## src/rtl/eth_rx_fcs_check.sv

```systemverilog
// Ethernet receive FCS checker: validates CRC-32 and frame length, strips the
// 4 FCS bytes through a delay line and reports per-frame status.
module eth_rx_fcs_check #(
    parameter int pMIN_BYTES = 64,
    parameter int pMAX_BYTES = 1518
) (
    input  logic        Clk,
    input  logic        Rst,
    input  logic        In_Valid,
    input  logic [7:0]  In_Data,
    input  logic        In_Sof,
    input  logic        In_Eof,
    output logic        Out_Valid,
    output logic [7:0]  Out_Data,
    output logic        Out_Sof,
    output logic        Out_Eof,
    output logic        Frame_Done,
    output logic        Frame_Good,
    output logic [15:0] Frame_Len,
    output logic [15:0] Err_Cnt
);

    typedef enum logic [1:0] {IDLE, FILL, PASS} state_t;

    localparam logic [31:0] CRC_POLY    = 32'hEDB88320;
    localparam logic [31:0] CRC_INIT    = 32'hFFFFFFFF;
    localparam logic [31:0] CRC_RESIDUE = 32'hDEBB20E3;
    localparam logic [15:0] MIN_LEN     = 16'(pMIN_BYTES);
    localparam logic [15:0] MAX_LEN     = 16'(pMAX_BYTES);

    function automatic logic [31:0] crc_byte(input logic [31:0] crc, input logic [7:0] data);
        logic [31:0] c;
        c = crc ^ {24'h0, data};
        for (int i = 0; i < 8; i++) begin
            c = c[0] ? ((c >> 1) ^ CRC_POLY) : (c >> 1);
        end
        return c;
    endfunction

    state_t          state_q, state_d;
    logic [31:0]     crc_q, crc_d;
    logic [15:0]     len_q, len_d;
    logic [2:0]      fill_q, fill_d;
    logic [3:0][7:0] dl_q, dl_d;
    logic            first_q, first_d;
    logic            out_valid_q, out_valid_d;
    logic [7:0]      out_data_q, out_data_d;
    logic            out_sof_q, out_sof_d;
    logic            out_eof_q, out_eof_d;
    logic            done_q, done_d;
    logic            good_q, good_d;
    logic [15:0]     flen_q, flen_d;
    logic [15:0]     err_q, err_d;
    logic            pend_q, pend_d;
    logic            pend_good_q, pend_good_d;
    logic [15:0]     pend_len_q, pend_len_d;

    logic [31:0]     crc_nx;
    logic [15:0]     len_inc;
    logic            ev_a, ev_b, ev_b_good;
    logic [15:0]     ev_b_len;
    logic            em_valid, em_good;
    logic [15:0]     em_len;

    // ev_a is an abort caused by a new In_Sof mid-frame, ev_b a frame ending on
    // In_Eof; when both occur the second one waits a cycle in the pending slot.
    always_comb begin
        state_d     = state_q;
        crc_d       = crc_q;
        len_d       = len_q;
        fill_d      = fill_q;
        dl_d        = dl_q;
        first_d     = first_q;
        out_valid_d = 1'b0;
        out_data_d  = out_data_q;
        out_sof_d   = 1'b0;
        out_eof_d   = 1'b0;
        done_d      = 1'b0;
        good_d      = good_q;
        flen_d      = flen_q;
        err_d       = err_q;
        pend_d      = 1'b0;
        pend_good_d = pend_good_q;
        pend_len_d  = pend_len_q;
        ev_a        = 1'b0;
        ev_b        = 1'b0;
        ev_b_good   = 1'b0;
        ev_b_len    = 16'h0;
        em_valid    = 1'b0;
        em_good     = 1'b0;
        em_len      = 16'h0;

        crc_nx  = crc_byte(In_Sof ? CRC_INIT : crc_q, In_Data);
        len_inc = (len_q == 16'hFFFF) ? len_q : len_q + 16'd1;

        if (In_Valid) begin
            if (In_Sof) begin
                ev_a    = (state_q != IDLE);
                crc_d   = crc_nx;
                len_d   = 16'd1;
                dl_d    = '0;
                dl_d[0] = In_Data;
                fill_d  = 3'd1;
                first_d = 1'b1;
                if (In_Eof) begin
                    ev_b     = 1'b1;
                    ev_b_len = 16'd1;
                    state_d  = IDLE;
                end else begin
                    state_d  = FILL;
                end
            end else if (state_q != IDLE) begin
                crc_d = crc_nx;
                len_d = len_inc;
                dl_d  = {dl_q[2:0], In_Data};
                if (state_q == PASS) begin
                    out_valid_d = 1'b1;
                    out_data_d  = dl_q[3];
                    out_sof_d   = first_q;
                    out_eof_d   = In_Eof;
                    first_d     = 1'b0;
                end else begin
                    fill_d = fill_q + 3'd1;
                    if (fill_q == 3'd3) begin
                        state_d = PASS;
                    end
                end
                if (In_Eof) begin
                    ev_b      = 1'b1;
                    ev_b_len  = len_inc;
                    ev_b_good = (state_q == PASS) && (crc_nx == CRC_RESIDUE) &&
                                (len_inc >= MIN_LEN) && (len_inc <= MAX_LEN);
                    state_d   = IDLE;
                end
            end
        end

        if (pend_q) begin
            em_valid    = 1'b1;
            em_good     = pend_good_q;
            em_len      = pend_len_q;
            pend_d      = ev_b;
            pend_good_d = ev_b_good;
            pend_len_d  = ev_b_len;
        end else if (ev_a) begin
            em_valid    = 1'b1;
            em_good     = 1'b0;
            em_len      = len_q;
            pend_d      = ev_b;
            pend_good_d = ev_b_good;
            pend_len_d  = ev_b_len;
        end else if (ev_b) begin
            em_valid    = 1'b1;
            em_good     = ev_b_good;
            em_len      = ev_b_len;
        end

        if (em_valid) begin
            done_d = 1'b1;
            good_d = em_good;
            flen_d = em_len;
            if (!em_good && err_q != 16'hFFFF) begin
                err_d = err_q + 16'd1;
            end
        end
    end

    always_ff @(posedge Clk) begin
        if (Rst) begin
            state_q     <= IDLE;
            crc_q       <= CRC_INIT;
            len_q       <= 16'h0;
            fill_q      <= 3'd0;
            dl_q        <= '0;
            first_q     <= 1'b0;
            out_valid_q <= 1'b0;
            out_data_q  <= 8'h0;
            out_sof_q   <= 1'b0;
            out_eof_q   <= 1'b0;
            done_q      <= 1'b0;
            good_q      <= 1'b0;
            flen_q      <= 16'h0;
            err_q       <= 16'h0;
            pend_q      <= 1'b0;
            pend_good_q <= 1'b0;
            pend_len_q  <= 16'h0;
        end else begin
            state_q     <= state_d;
            crc_q       <= crc_d;
            len_q       <= len_d;
            fill_q      <= fill_d;
            dl_q        <= dl_d;
            first_q     <= first_d;
            out_valid_q <= out_valid_d;
            out_data_q  <= out_data_d;
            out_sof_q   <= out_sof_d;
            out_eof_q   <= out_eof_d;
            done_q      <= done_d;
            good_q      <= good_d;
            flen_q      <= flen_d;
            err_q       <= err_d;
            pend_q      <= pend_d;
            pend_good_q <= pend_good_d;
            pend_len_q  <= pend_len_d;
        end
    end

    assign Out_Valid  = out_valid_q;
    assign Out_Data   = out_data_q;
    assign Out_Sof    = out_sof_q;
    assign Out_Eof    = out_eof_q;
    assign Frame_Done = done_q;
    assign Frame_Good = good_q;
    assign Frame_Len  = flen_q;
    assign Err_Cnt    = err_q;

endmodule
```

## config.mk

```make
export PLATFORM = sky130hd
export DESIGN_NAME = eth_rx_fcs_check
export DESIGN_NICKNAME = d
export VERILOG_FILES = /design/src/rtl/eth_rx_fcs_check.sv
export SDC_FILE = /design/constraint.sdc
export NUM_CORES = 1
export LEC_CHECK = 0
export CAP_MARGIN = 15
export CORE_UTILIZATION = 50
export DETAILED_ROUTE_END_ITERATION = 16
export PLACE_DENSITY = 0.76
export SYNTH_ARGS = -nofsm -noshare
export SYNTH_HDL_FRONTEND = slang
export SYNTH_SLANG_ARGS = --single-unit
export TNS_END_PERCENT = 10
```

## constraint.sdc

```tcl
create_clock -name Clk -period 6.9 [get_ports Clk]
set_clock_uncertainty 0.05 [all_clocks]
set_input_delay 1.035 -clock Clk [delete_from_list [all_inputs] [get_ports Clk]]
set_output_delay 1.035 -clock Clk [all_outputs]
set_load 0.01 [all_outputs]
```

==> results.cfg <==
[logic_synthesis]
synth_seq_cells = 149
syn_nets = 1015
yosysUniqueCellTypes = 74
avgSynthCellArea_um2 = 8.20
synth_most_common_cell = dfxtp_1
synth-main-ff-cell = dfxtp_1
ys_warn_count = 0
synth.area.top_cells = dfxtp_1 36%, xnor2_1 6.3%, nor2_1 5.4%
synth_top_area_share_pct = 36.5
synth_common_cells = 149 x dfxtp_1, 118 x nor2_1, 115 x nand2_1
synthCells = 997
ys_seq_area_share_pct = 36.5
netlist_area_um2 = 8180
async_flop_share_pct = 0
synth_top_area_cell = dfxtp_1
synth_edf_count = 0

[die]
die_w_um = 130
coreArea_um2 = 15900
io_pins = 58
start_util_pct = 51.3
fp.dieArea_um2 = 16900
rows = 46
die_y_um = 130

[critical_path]
cp_max_fo = 21
crit_arrival_ns = 5.32
worst-path-buf-inv = 1
crit_path_frequent_cell = nand4_1
slowest_delay_ns = 0.90
crit_type = input port to flip-flop
required_ns = 7.17
cp_cell_sequence = clkdlybuf4s50_1 > xor2_1 > and3_1 > or2_1 > ha_1 > nand3_1 > a21oi_1 > nand4_1 > a2111oi_0 > nand4_1 > nor4_4 > nor2b_1 > mux2_1
slowest_stage = nor4_4
cp_top_family = simple AND/OR/NAND/NOR gates
start_kind = input port
end_kind = flip-flop
r2r_cells = 10
worst-path-stages = 13

[routing]
wl_um = 20300
via_count = 7352
via_per_inst = 6.01
drc = 0
drt-initial-drc-count = 746
dr.pass1.iters = 5
antenna_left = 0
routedWlPerCell_um = 16.6

[sta]
slew_viol_final = 0
rsz0062_at_grt = false
setup_tns_ns = 0
worst_pin_slew_ns = 1.16
finalHoldViolations = 0
fmax_mhz = 198
max_slew_margin_pct = 22.4
period_needed_ns = 5.05
period_share_pct = 73.2
setup_violations = 0

[pwr]
power-per-cell-area_nw_per_um2 = 245
ir_drop_mv = 0.192
p_leak_uw = 0.00338

[finish]
finalInstanceArea_um2 = 9300
fillers = 1458
diodes = 0
multi_input_area_um2 = 4770
seq_area_um2 = 2980
nets = 1015
drive_gt1_share_pct = 8.04
area_growth_syn_to_layout_pct = 13.8

[hold_path]
hp-class = flip-flop to flip-flop
holdPathStages = 2

[placement]
place.detailed.hpwl_um = 13600
port_buffers = 57
gp_congestion = 0.920
placed_area_um2 = 8710

[clocking]
cts-resized-gates = 0
htree_num_levels = 4
clock_latency_ns = 0.43
post-cts-setup-buffers = 0
numCtsBuffers = 17
clkTransAtPathRegs_ns = 0.06
clock_path_buffers = 2
holdBufCountCts = 0
cts_tree = done
clkSinkCount = 149
root_buffer = clkbuf_16

[status]
run_status = completed

[job]
max_cap_violations = 0

[global_route]
grt_overflow = 0
grt_usage_pct = 25.1
grt_pass1_vias = 6538
antenna_found_initial = 0
grt_max_degree = 106
grt_pass1_wl_um = 33400
layout by cell type, fill, tap and decap left out, types with 3 or more instances in the layout:
cell type / n
dfxtp_1: 149
nor2_1: 118
nand2_1: 115
a21oi_1: 84
xnor2_1: 59
clkdlybuf4s50_1: 55
o21ai_0: 38
nor3_1: 33
o211ai_1: 29
nand3_1: 25
or3_1: 22
nand4_1: 21
o221a_2: 17
clkbuf_16: 17
a22oi_1: 16
xor2_1: 15
a221oi_1: 15
nor2b_1: 12
buf_4: 12
mux2i_1: 11
xnor3_1: 9
inv_1: 8
and3_1: 8
and4_1: 7
and2_1: 7
a211oi_1: 5
nor4_1: 5
mux2_1: 5
ha_1: 5
o21ai_1: 4
o211a_1: 4
o21a_1: 4
o21bai_1: 4
a211o_1: 3
a32oi_1: 3
nand2b_1: 3
a2111oi_0: 3
clkinv_2: 3
bufinv_16: 3
clkinvlp_4: 3
worst reg2reg max path: cells and delay by family, from the launching register on:
kind	cells	cell delay, ns
compound gates	2	0.60
fa+ha+maj	1	0.41
flops	1	0.54
mux	2	0.81
simple gates	5	1.93
registers in the layout (all words and copies together), names as in the netlist:
signal and count:
crc_q 32, dl_q 32, Err_Cnt 16, Frame_Len 16, len_q 16, pend_len_q 16, Out_Data 8, fill_q 3
state_q 2, Frame_Done 1, Frame_Good 1, Out_Eof 1, Out_Sof 1, Out_Valid 1, first_q 1, pend_good_q 1
pend_q 1
worst paths after layout:
kind,startpoint,end,slack (ns)
setup / recovery,In_Data[0],Err_Cnt[0],1.85
hold / removal,pend_len_q[0],pend_len_q[0],0.40
setup reg to reg,len_q[0],Err_Cnt[0],2.46
hold reg to reg,pend_len_q[0],pend_len_q[0],0.40
metrics by stage:
stage	util (%)	setup WS, ns	power [uW]	instances	hold slack (ns)
finish	58.3	1.85	2280	1224	0.402
global route	58.3	1.55	2360	1224	0.420
CTS	58.3	1.88	2280	1224	0.401
detailed placement	54.6	1.44	1340	1194	0.394
global placement	54.6	1.65	1340	1194	0.390
floorplan	-	3.04	1260	997	0.382
power by group:
group / switching [uW] / internal (uW)
Sequential: 32.8 / 891
Combinational: 229 / 179
Clock: 372 / 574
Total: 634 / 1640
metal layers:
layer  wire length, um  global-route usage [%]
met5                 0                       0
met4               473                    8.89
met3              1030                    5.00
met2              9380                    40.7
met1              9430                    33.4
cell families after synthesis:
logic type                 count (synthesis)  share of synthesized area, %
AOI/OAI and AO/OA                        249                          20.5
xor gates and xnor gates                  88                          11.9
adders and majority gates                  6                         0.888
buffers and inverters                     97                          5.42
DFF                                      149                          36.5
muxes                                     18                          2.36
and+or+nand+nor                          390                          22.5
layout make-up:
cell class / count / share of cell area, %
multi-input cells: 751 / 51.3
inverters: 10 / 0.404
well taps: 216 / 2.91
flip-flops and latches: 149 / 32.1
repair buffers: 68 / 6.94
clock inverters: 12 / 1.65
clock buffers: 18 / 4.72
(Power assumes the default switching activity.)
